--- src/rtl/rv32i_multicycle_ctrl_if.sv ---
// Bundle between the multi-cycle controller and the shared datapath/memory.
//   master (controller): samples instr/mem_ready/br_taken, drives IR,
//                        immediate select, datapath enables and status.
//   slave  (datapath)  : the mirror image.
interface rv32i_multicycle_ctrl_if;
  logic [31:0] instr;
  logic        mem_ready;
  logic        br_taken;
  logic [31:0] ir_q;
  logic [2:0]  imm_mux;
  logic        mem_req;
  logic        mem_addr_sel;
  logic        mem_we;
  logic        alu_a_sel;
  logic        alu_b_sel;
  logic [1:0]  alu_op;
  logic        pc_we;
  logic [1:0]  pc_sel;
  logic        rf_we;
  logic [1:0]  wb_sel;
  logic        halted;
  logic        illegal;
  logic [2:0]  state_q;

  modport master (
    input  instr, mem_ready, br_taken,
    output ir_q, imm_mux, mem_req, mem_addr_sel, mem_we, alu_a_sel, alu_b_sel,
           alu_op, pc_we, pc_sel, rf_we, wb_sel, halted, illegal, state_q
  );

  modport slave (
    output instr, mem_ready, br_taken,
    input  ir_q, imm_mux, mem_req, mem_addr_sel, mem_we, alu_a_sel, alu_b_sel,
           alu_op, pc_we, pc_sel, rf_we, wb_sel, halted, illegal, state_q
  );
endinterface

--- src/rtl/rv32i_multicycle_ctrl.sv ---
// Multi-cycle RV32I sequencer: FETCH -> DECODE -> EXEC -> (MEM) -> (WB).
// Holds the instruction register, decodes the opcode and drives one set of
// datapath selects/enables per state.
//   clk : rising-edge clock
//   rst : synchronous active-high reset
//   bus : controller side of rv32i_multicycle_ctrl_if
//         in : instr, mem_ready, br_taken
//         out: ir_q, imm_mux, mem_req, mem_addr_sel, mem_we, alu_a_sel,
//              alu_b_sel, alu_op, pc_we, pc_sel, rf_we, wb_sel, halted,
//              illegal, state_q
// State, ir_q, halted and illegal are registered; every other output is
// decoded combinationally from the state and ir_q (plus br_taken/mem_ready
// where a decision depends on them).
module rv32i_multicycle_ctrl (
  input logic                          clk,
  input logic                          rst,
  rv32i_multicycle_ctrl_if.master      bus
);

  // Immediate-format codes (values of the Def.v macros)
  localparam logic [2:0] I_TYPE       = 3'd0;
  localparam logic [2:0] S_TYPE       = 3'd1;
  localparam logic [2:0] B_TYPE       = 3'd2;
  localparam logic [2:0] U_TYPE_LUI   = 3'd3;
  localparam logic [2:0] U_TYPE_AUIPC = 3'd4;
  localparam logic [2:0] J_TYPE       = 3'd5;
  localparam logic [2:0] I_TYPE_LOAD  = 3'd6;

  localparam logic [6:0] OPC_OP     = 7'b0110011;
  localparam logic [6:0] OPC_OPIMM  = 7'b0010011;
  localparam logic [6:0] OPC_LOAD   = 7'b0000011;
  localparam logic [6:0] OPC_STORE  = 7'b0100011;
  localparam logic [6:0] OPC_BRANCH = 7'b1100011;
  localparam logic [6:0] OPC_JAL    = 7'b1101111;
  localparam logic [6:0] OPC_JALR   = 7'b1100111;
  localparam logic [6:0] OPC_LUI    = 7'b0110111;
  localparam logic [6:0] OPC_AUIPC  = 7'b0010111;
  localparam logic [6:0] OPC_FENCE  = 7'b0001111;
  localparam logic [6:0] OPC_SYSTEM = 7'b1110011;

  typedef enum logic [2:0] {
    S_FETCH  = 3'd0,
    S_DECODE = 3'd1,
    S_EXEC   = 3'd2,
    S_MEM    = 3'd3,
    S_WB     = 3'd4,
    S_HALT   = 3'd5
  } state_t;

  state_t      r_state;
  logic [31:0] r_ir;
  logic        r_halted;
  logic        r_illegal;

  logic [6:0]  w_opc;
  logic        w_is_op, w_is_opimm, w_is_load, w_is_store, w_is_branch;
  logic        w_is_jal, w_is_jalr, w_is_lui, w_is_auipc, w_is_fence, w_is_system;
  logic        w_legal;
  logic [2:0]  w_imm_mux;

  assign w_opc = r_ir[6:0];

  always_comb begin
    w_is_op     = 1'b0;
    w_is_opimm  = 1'b0;
    w_is_load   = 1'b0;
    w_is_store  = 1'b0;
    w_is_branch = 1'b0;
    w_is_jal    = 1'b0;
    w_is_jalr   = 1'b0;
    w_is_lui    = 1'b0;
    w_is_auipc  = 1'b0;
    w_is_fence  = 1'b0;
    w_is_system = 1'b0;
    w_imm_mux   = I_TYPE;
    case (w_opc)
      OPC_OP:     w_is_op = 1'b1;
      OPC_OPIMM:  w_is_opimm = 1'b1;
      OPC_LOAD:   begin w_is_load   = 1'b1; w_imm_mux = I_TYPE_LOAD;  end
      OPC_STORE:  begin w_is_store  = 1'b1; w_imm_mux = S_TYPE;       end
      OPC_BRANCH: begin w_is_branch = 1'b1; w_imm_mux = B_TYPE;       end
      OPC_JAL:    begin w_is_jal    = 1'b1; w_imm_mux = J_TYPE;       end
      OPC_JALR:   w_is_jalr = 1'b1;
      OPC_LUI:    begin w_is_lui    = 1'b1; w_imm_mux = U_TYPE_LUI;   end
      OPC_AUIPC:  begin w_is_auipc  = 1'b1; w_imm_mux = U_TYPE_AUIPC; end
      OPC_FENCE:  w_is_fence = 1'b1;
      OPC_SYSTEM: w_is_system = 1'b1;
      default:    ;
    endcase
  end

  assign w_legal = w_is_op | w_is_opimm | w_is_load | w_is_store | w_is_branch |
                   w_is_jal | w_is_jalr | w_is_lui | w_is_auipc | w_is_fence;

  always_ff @(posedge clk) begin
    if (rst) begin
      r_state   <= S_FETCH;
      r_ir      <= '0;
      r_halted  <= 1'b0;
      r_illegal <= 1'b0;
    end else begin
      case (r_state)
        S_FETCH: begin
          if (bus.mem_ready) begin
            r_ir    <= bus.instr;
            r_state <= S_DECODE;
          end
        end
        S_DECODE: begin
          if (w_legal) begin
            r_state <= S_EXEC;
          end else begin
            r_state  <= S_HALT;
            r_halted <= 1'b1;
            if (!w_is_system) r_illegal <= 1'b1;
          end
        end
        S_EXEC: begin
          if (w_is_load || w_is_store)        r_state <= S_MEM;
          else if (w_is_branch || w_is_fence) r_state <= S_FETCH;
          else                                r_state <= S_WB;
        end
        S_MEM: begin
          if (bus.mem_ready) r_state <= w_is_load ? S_WB : S_FETCH;
        end
        S_WB:    r_state <= S_FETCH;
        S_HALT:  r_state <= S_HALT;
        default: r_state <= S_FETCH;
      endcase
    end
  end

  logic       w_mem_req, w_mem_addr_sel, w_mem_we, w_alu_a_sel, w_alu_b_sel;
  logic [1:0] w_alu_op, w_pc_sel, w_wb_sel;
  logic       w_pc_we, w_rf_we;

  always_comb begin
    w_mem_req      = 1'b0;
    w_mem_addr_sel = 1'b0;
    w_mem_we       = 1'b0;
    w_alu_a_sel    = 1'b0;
    w_alu_b_sel    = 1'b0;
    w_alu_op       = 2'b00;
    w_pc_we        = 1'b0;
    w_pc_sel       = 2'b00;
    w_rf_we        = 1'b0;
    w_wb_sel       = 2'b00;
    case (r_state)
      S_FETCH: w_mem_req = 1'b1;
      S_EXEC: begin
        if (w_is_op) w_alu_op = 2'b01;
        if (w_is_opimm) begin
          w_alu_b_sel = 1'b1;
          w_alu_op    = 2'b01;
        end
        if (w_is_load || w_is_store || w_is_jalr) w_alu_b_sel = 1'b1;
        if (w_is_auipc || w_is_jal) begin
          w_alu_a_sel = 1'b1;
          w_alu_b_sel = 1'b1;
        end
        if (w_is_branch) begin
          w_alu_op = 2'b10;
          w_pc_we  = 1'b1;
          w_pc_sel = bus.br_taken ? 2'b01 : 2'b00;
        end
        if (w_is_fence) w_pc_we = 1'b1;
      end
      S_MEM: begin
        w_mem_req      = 1'b1;
        w_mem_addr_sel = 1'b1;
        w_mem_we       = w_is_store;
        // a store retires in the cycle its memory handshake completes
        w_pc_we        = w_is_store & bus.mem_ready;
      end
      S_WB: begin
        w_rf_we = 1'b1;
        w_pc_we = 1'b1;
        if (w_is_jal) begin
          w_wb_sel = 2'b10;
          w_pc_sel = 2'b01;
        end else if (w_is_jalr) begin
          w_wb_sel = 2'b10;
          w_pc_sel = 2'b10;
        end else if (w_is_lui) begin
          w_wb_sel = 2'b11;
        end else if (w_is_load) begin
          w_wb_sel = 2'b01;
        end
      end
      default: ;
    endcase
  end

  assign bus.ir_q         = r_ir;
  assign bus.imm_mux      = w_imm_mux;
  assign bus.mem_req      = w_mem_req;
  assign bus.mem_addr_sel = w_mem_addr_sel;
  assign bus.mem_we       = w_mem_we;
  assign bus.alu_a_sel    = w_alu_a_sel;
  assign bus.alu_b_sel    = w_alu_b_sel;
  assign bus.alu_op       = w_alu_op;
  assign bus.pc_we        = w_pc_we;
  assign bus.pc_sel       = w_pc_sel;
  assign bus.rf_we        = w_rf_we;
  assign bus.wb_sel       = w_wb_sel;
  assign bus.halted       = r_halted;
  assign bus.illegal      = r_illegal;
  assign bus.state_q      = r_state;

endmodule
--- src/flat_wrapper.sv ---
// flat-port wrapper written by rule: the top's interface ports become plain ports
module rv32i_multicycle_ctrl_flat 
  (clk, rst, bus_instr, bus_mem_ready, bus_br_taken, bus_ir_q, bus_imm_mux, bus_mem_req, bus_mem_addr_sel, bus_mem_we, bus_alu_a_sel, bus_alu_b_sel, bus_alu_op, bus_pc_we, bus_pc_sel, bus_rf_we, bus_wb_sel, bus_halted, bus_illegal, bus_state_q);
  rv32i_multicycle_ctrl_if bus_i ();
  input logic clk;
  input logic rst;
  input wire logic [$bits(bus_i.instr)-1:0] bus_instr;
  input wire logic [$bits(bus_i.mem_ready)-1:0] bus_mem_ready;
  input wire logic [$bits(bus_i.br_taken)-1:0] bus_br_taken;
  output wire logic [$bits(bus_i.ir_q)-1:0] bus_ir_q;
  output wire logic [$bits(bus_i.imm_mux)-1:0] bus_imm_mux;
  output wire logic [$bits(bus_i.mem_req)-1:0] bus_mem_req;
  output wire logic [$bits(bus_i.mem_addr_sel)-1:0] bus_mem_addr_sel;
  output wire logic [$bits(bus_i.mem_we)-1:0] bus_mem_we;
  output wire logic [$bits(bus_i.alu_a_sel)-1:0] bus_alu_a_sel;
  output wire logic [$bits(bus_i.alu_b_sel)-1:0] bus_alu_b_sel;
  output wire logic [$bits(bus_i.alu_op)-1:0] bus_alu_op;
  output wire logic [$bits(bus_i.pc_we)-1:0] bus_pc_we;
  output wire logic [$bits(bus_i.pc_sel)-1:0] bus_pc_sel;
  output wire logic [$bits(bus_i.rf_we)-1:0] bus_rf_we;
  output wire logic [$bits(bus_i.wb_sel)-1:0] bus_wb_sel;
  output wire logic [$bits(bus_i.halted)-1:0] bus_halted;
  output wire logic [$bits(bus_i.illegal)-1:0] bus_illegal;
  output wire logic [$bits(bus_i.state_q)-1:0] bus_state_q;
  assign bus_i.instr = bus_instr;
  assign bus_i.mem_ready = bus_mem_ready;
  assign bus_i.br_taken = bus_br_taken;
  assign bus_ir_q = bus_i.ir_q;
  assign bus_imm_mux = bus_i.imm_mux;
  assign bus_mem_req = bus_i.mem_req;
  assign bus_mem_addr_sel = bus_i.mem_addr_sel;
  assign bus_mem_we = bus_i.mem_we;
  assign bus_alu_a_sel = bus_i.alu_a_sel;
  assign bus_alu_b_sel = bus_i.alu_b_sel;
  assign bus_alu_op = bus_i.alu_op;
  assign bus_pc_we = bus_i.pc_we;
  assign bus_pc_sel = bus_i.pc_sel;
  assign bus_rf_we = bus_i.rf_we;
  assign bus_wb_sel = bus_i.wb_sel;
  assign bus_halted = bus_i.halted;
  assign bus_illegal = bus_i.illegal;
  assign bus_state_q = bus_i.state_q;
  rv32i_multicycle_ctrl u_core (.clk(clk), .rst(rst), .bus(bus_i));
endmodule
--- config.mk ---
export PLATFORM = sky130hd
export DESIGN_NAME = rv32i_multicycle_ctrl_flat
export DESIGN_NICKNAME = d
export VERILOG_FILES = /design/src/rtl/rv32i_multicycle_ctrl_if.sv /design/src/rtl/rv32i_multicycle_ctrl.sv /design/src/flat_wrapper.sv
export SDC_FILE = /design/constraint.sdc
export NUM_CORES = 1
export LEC_CHECK = 0
export BUFFER_PORTS_ARGS = -buffer_cell sky130_fd_sc_hd__buf_2
export CAP_MARGIN = 30
export CORE_MARGIN = 5
export CORE_UTILIZATION = 41
export DETAILED_ROUTE_END_ITERATION = 12
export PLACE_DENSITY = 0.83
export SLEW_MARGIN = 30
export SYNTH_ARGS = -nofsm -noshare
export SYNTH_HDL_FRONTEND = slang
export SYNTH_SLANG_ARGS = --single-unit
--- constraint.sdc ---
create_clock -name clk -period 1.7 [get_ports clk]
set_input_delay 0.17 -clock clk [delete_from_list [all_inputs] [get_ports clk]]
set_output_delay 0.17 -clock clk [all_outputs]
set_load 0.1 [all_outputs]
==> run_results.csv <==
group,metric,value,unit
timing,fin_hold_ws,0.1127,ns
grt,gr-max-usage-layer,"met2",
pwr,clkPwrFrac,0.268,
grt,grt_max_degree,33,
pwr,p_int,1.609,mW
timing,maxSlewViolCount,0,
grt,use_met3,0.06974,
outcome,outcome,"complete, but fails checks",
critical_path,worstSetupStartpointType,"register",
pwr,p_per_area,804.5,nW/µm²
critical_path,rrSetupSlack,0.06,ns
pwr,ir_drop,0.0008615,V
place,hpwlAfterDp,4146,µm
critical_path,endpoint_kind,"primary output",
hold_path,min_path_type,"primary input to register",
place,dp.cells,393,
cells_and_area,fin_nets,406,
timing,fin_skew,0.002596,ns
cells_and_area,final_core_util,0.7701,
grt,grt_pass1_vias,2253,
timing,fin_ws,-0.3891,ns
critical_path,worstPathRequired,1.53,ns
place,port_buffers,88,
cells_and_area,n_antenna_cell,0,
hold_path,hold_path_depth,3,
critical_path,crit_arrival,1.92,ns
cts,cts_root_buffer,"clkbuf_8",
route,via_count,2248,
route,wirelength,6454,µm
cells_and_area,fin_cells,423,
timing,finalSetupViolCount,13,
grt,grt_pass1_wl,10710,µm
pwr,total_power,2.660,mW
critical_path,critPathMaxStageDelay,0.52,ns
route,drc,0,
pwr,seqPwrFrac,0.360,
die,chipWidth,75.99,µm
critical_path,cp_top_family,"simple AND/OR/NAND/NOR gates",
critical_path,rr_worst_depth,6,
route,ant_nets,0,
synthesis,ys_seq_elements,37,
synthesis,synth_top_area_frac,0.4149,
grt,antenna_found_initial,0,
timing,period_minus_slack,2.089,ns
pwr,power.share.switching,0.3952,
grt,use_met2,0.4015,
synthesis,synth_warnings,0,
route,wire_per_inst,15.26,µm
die,die_y,75.99,µm
pwr,power.share.combinational,0.373,
timing,tns,-1.682,ns
timing,tightest_slew,0.4949,ns
die,dieArea,5774,µm²
critical_path,worst-path-buf-inv,1,
cells_and_area,syn_to_final_growth,85.21,%
flow_run,maxCapViolCount,0,
cts,holdBufCountCts,0,
critical_path,critPathSlowestCell,"or4_4",
synthesis,synth.area.top_cells,"dfxtp_1 41%, nand2_1 15%, a21oi_1 11%",
synthesis,yosys.area.top_type,"dfxtp_1",
cells_and_area,layout_common_cells,"72 x buf_2, 68 x nand2_1, 35 x a21oi_1",
die,start_util,0.4158,
synthesis,ys.flop_type,"dfxtp_1",
timing,timing.final.crit_share,1.229,
place,placed_area,2844,µm²
cells_and_area,design_area,3307,µm²
timing,finalHoldViolations,0,
die,coreArea,4294,µm²
synthesis,yosysSeqAreaShare,0.4149,
die,rows,24,
grt,grt_usage,0.2218,
critical_path,r2r-start,"u_core.bus.ir_q[2]",
synthesis,synth_cell_types,35,
synthesis,synth-async-reset-ratio,0,
cts,htreeDepth,2,
cells_and_area,drive_gt1_frac,0.5256,
critical_path,crit_type,"register to primary output",
pwr,power.switching,1.051,mW
cts,clk_pin_slew,0.07,ns
grt,grt_overflow,0,
cts,cts_tree,"done",
timing,rsz0062_at_grt,"yes",
grt,grtUsageMet1,0.2406,
cells_and_area,final_common_cell,"buf_2",
synthesis,synth_nets,283,
route,drtPass1Iterations,4,
hold_path,holdPathEnd,"u_core.bus.ir_q[5]",
timing,relSlewSlack,0.6723,
critical_path,critPathMaxFanout,3,
synthesis,synth_edf_count,0,
critical_path,startpoint,"u_core.bus.ir_q[2]",
cts,clockBufferDepth,2,
pwr,leakage,1.486,nW
critical_path,r2r-end,"u_core.bus.state_q[0]",
cts,cts_made_buffers,5,
cts,clkLatencyLatePin,0.28,ns
place,place_ws,-0.1048,ns
die,io_pins,89,
synthesis,netlist_instances,247,
outcome,violations,"setup timing",
cts,clock_sinks,37,
route,routed_via_density,5.314,
timing,max_freq,478.7,MHz
hold_path,hold_path_startpoint,"bus_instr[5]",
route,drt_iter0_markers,134,
critical_path,crit_path_cell_trace,"or4_4 > or2_4 > nor3_4 > a211o_4 > buf_12",
synthesis,avgSynthCellArea,7.229,µm²
synthesis,mappedNetlistArea,1785,µm²
place,globalplace.congestion,0.8715,
==> cell type report <==
| type | instances | area (µm²) |
|---|---|---|
| fill | 297 | 987.2 |
| tap | 52 | 65.06 |
| multi-input combinational | 184 | 1207 |
| inverter | 6 | 26.28 |
| clock buffer | 8 | 111.4 |
| sequential | 37 | 778.2 |
| timing repair buffer | 136 | 1119 |
==> logic make-up after synthesis <==
logic type / count (synthesis) / synth area share
compound gates: 66 / 0.2221
flops: 37 / 0.4149
simple gates: 118 / 0.3034
buf+inv: 26 / 0.05956
==> synthesized netlist by cell type, types with 2 or more instances <==
cell      instances
nor3b_1           5
nor3_1            9
o31a_1            2
o21ai_0           7
inv_1             6
nor2b_1           7
a22oi_1           3
clkbuf_1         18
nand4_1           3
nand3_1           5
and2_1            3
and3_1            3
nand2_1          71
dfxtp_1          37
a21o_1            2
o31ai_1           2
a211oi_1          3
a21oi_1          38
nor2_1            7
==> state kept, by name, indices dropped and copies added, names as in the netlist <==
signal,flops
u_core.bus.ir_q,32
u_core.bus.state_q,3
u_core.bus.halted,1
u_core.bus.illegal,1
==> worst reg2reg max path, cell delays in order (launching register included) <==
cell and delay [ns]:
dfxtp_4 0.34, buf_4 0.25, inv_1 0.11, buf_4 0.17
o41a_1 0.45, nand3_1 0.12, a31o_2 0.14
==> metal layers <==
metal  wire length [µm]  vias up
met5                  0        -
met1               2436     1050
li1                   -     1094
met3                492       14
met4                141        0
met2               3385       90
==> power groups by stage <==
stage	sequential [mW]	clock, mW	combinational [mW]
after detailed placement	0.974	0	0.890
after CTS	0.956	0.736	0.972
after global routing	0.964	0.779	1.04
after floorplan	1.37	0	0.295
final	0.957	0.712	0.992
after global placement	0.971	0	0.880
==> what timing repair did <==
item,4_1_cts,5_1_grt
setup buffers,21,4
pin swaps,12,7
gates resized for setup,36,17
setup endpoints to repair,14,19
==> how the worst max path moves through the flow <==
| stage | to | slack (ns) | cells after the start |
|---|---|---|---|
| 6_report | bus_pc_we | -0.39 | 5 |
| 5_1_grt | bus_pc_we | -0.45 | 5 |
| 4_1_cts | bus_pc_we | -0.37 | 5 |
| 3_5_place_dp | bus_pc_we | -0.10 | 5 |
| 3_3_place_gp | bus_pc_we | -0.08 | 5 |
| 2_1_floorplan | bus_wb_sel[1] | -1.19 | 4 |
No activity file was read; power rests on OpenSTA's default activity.
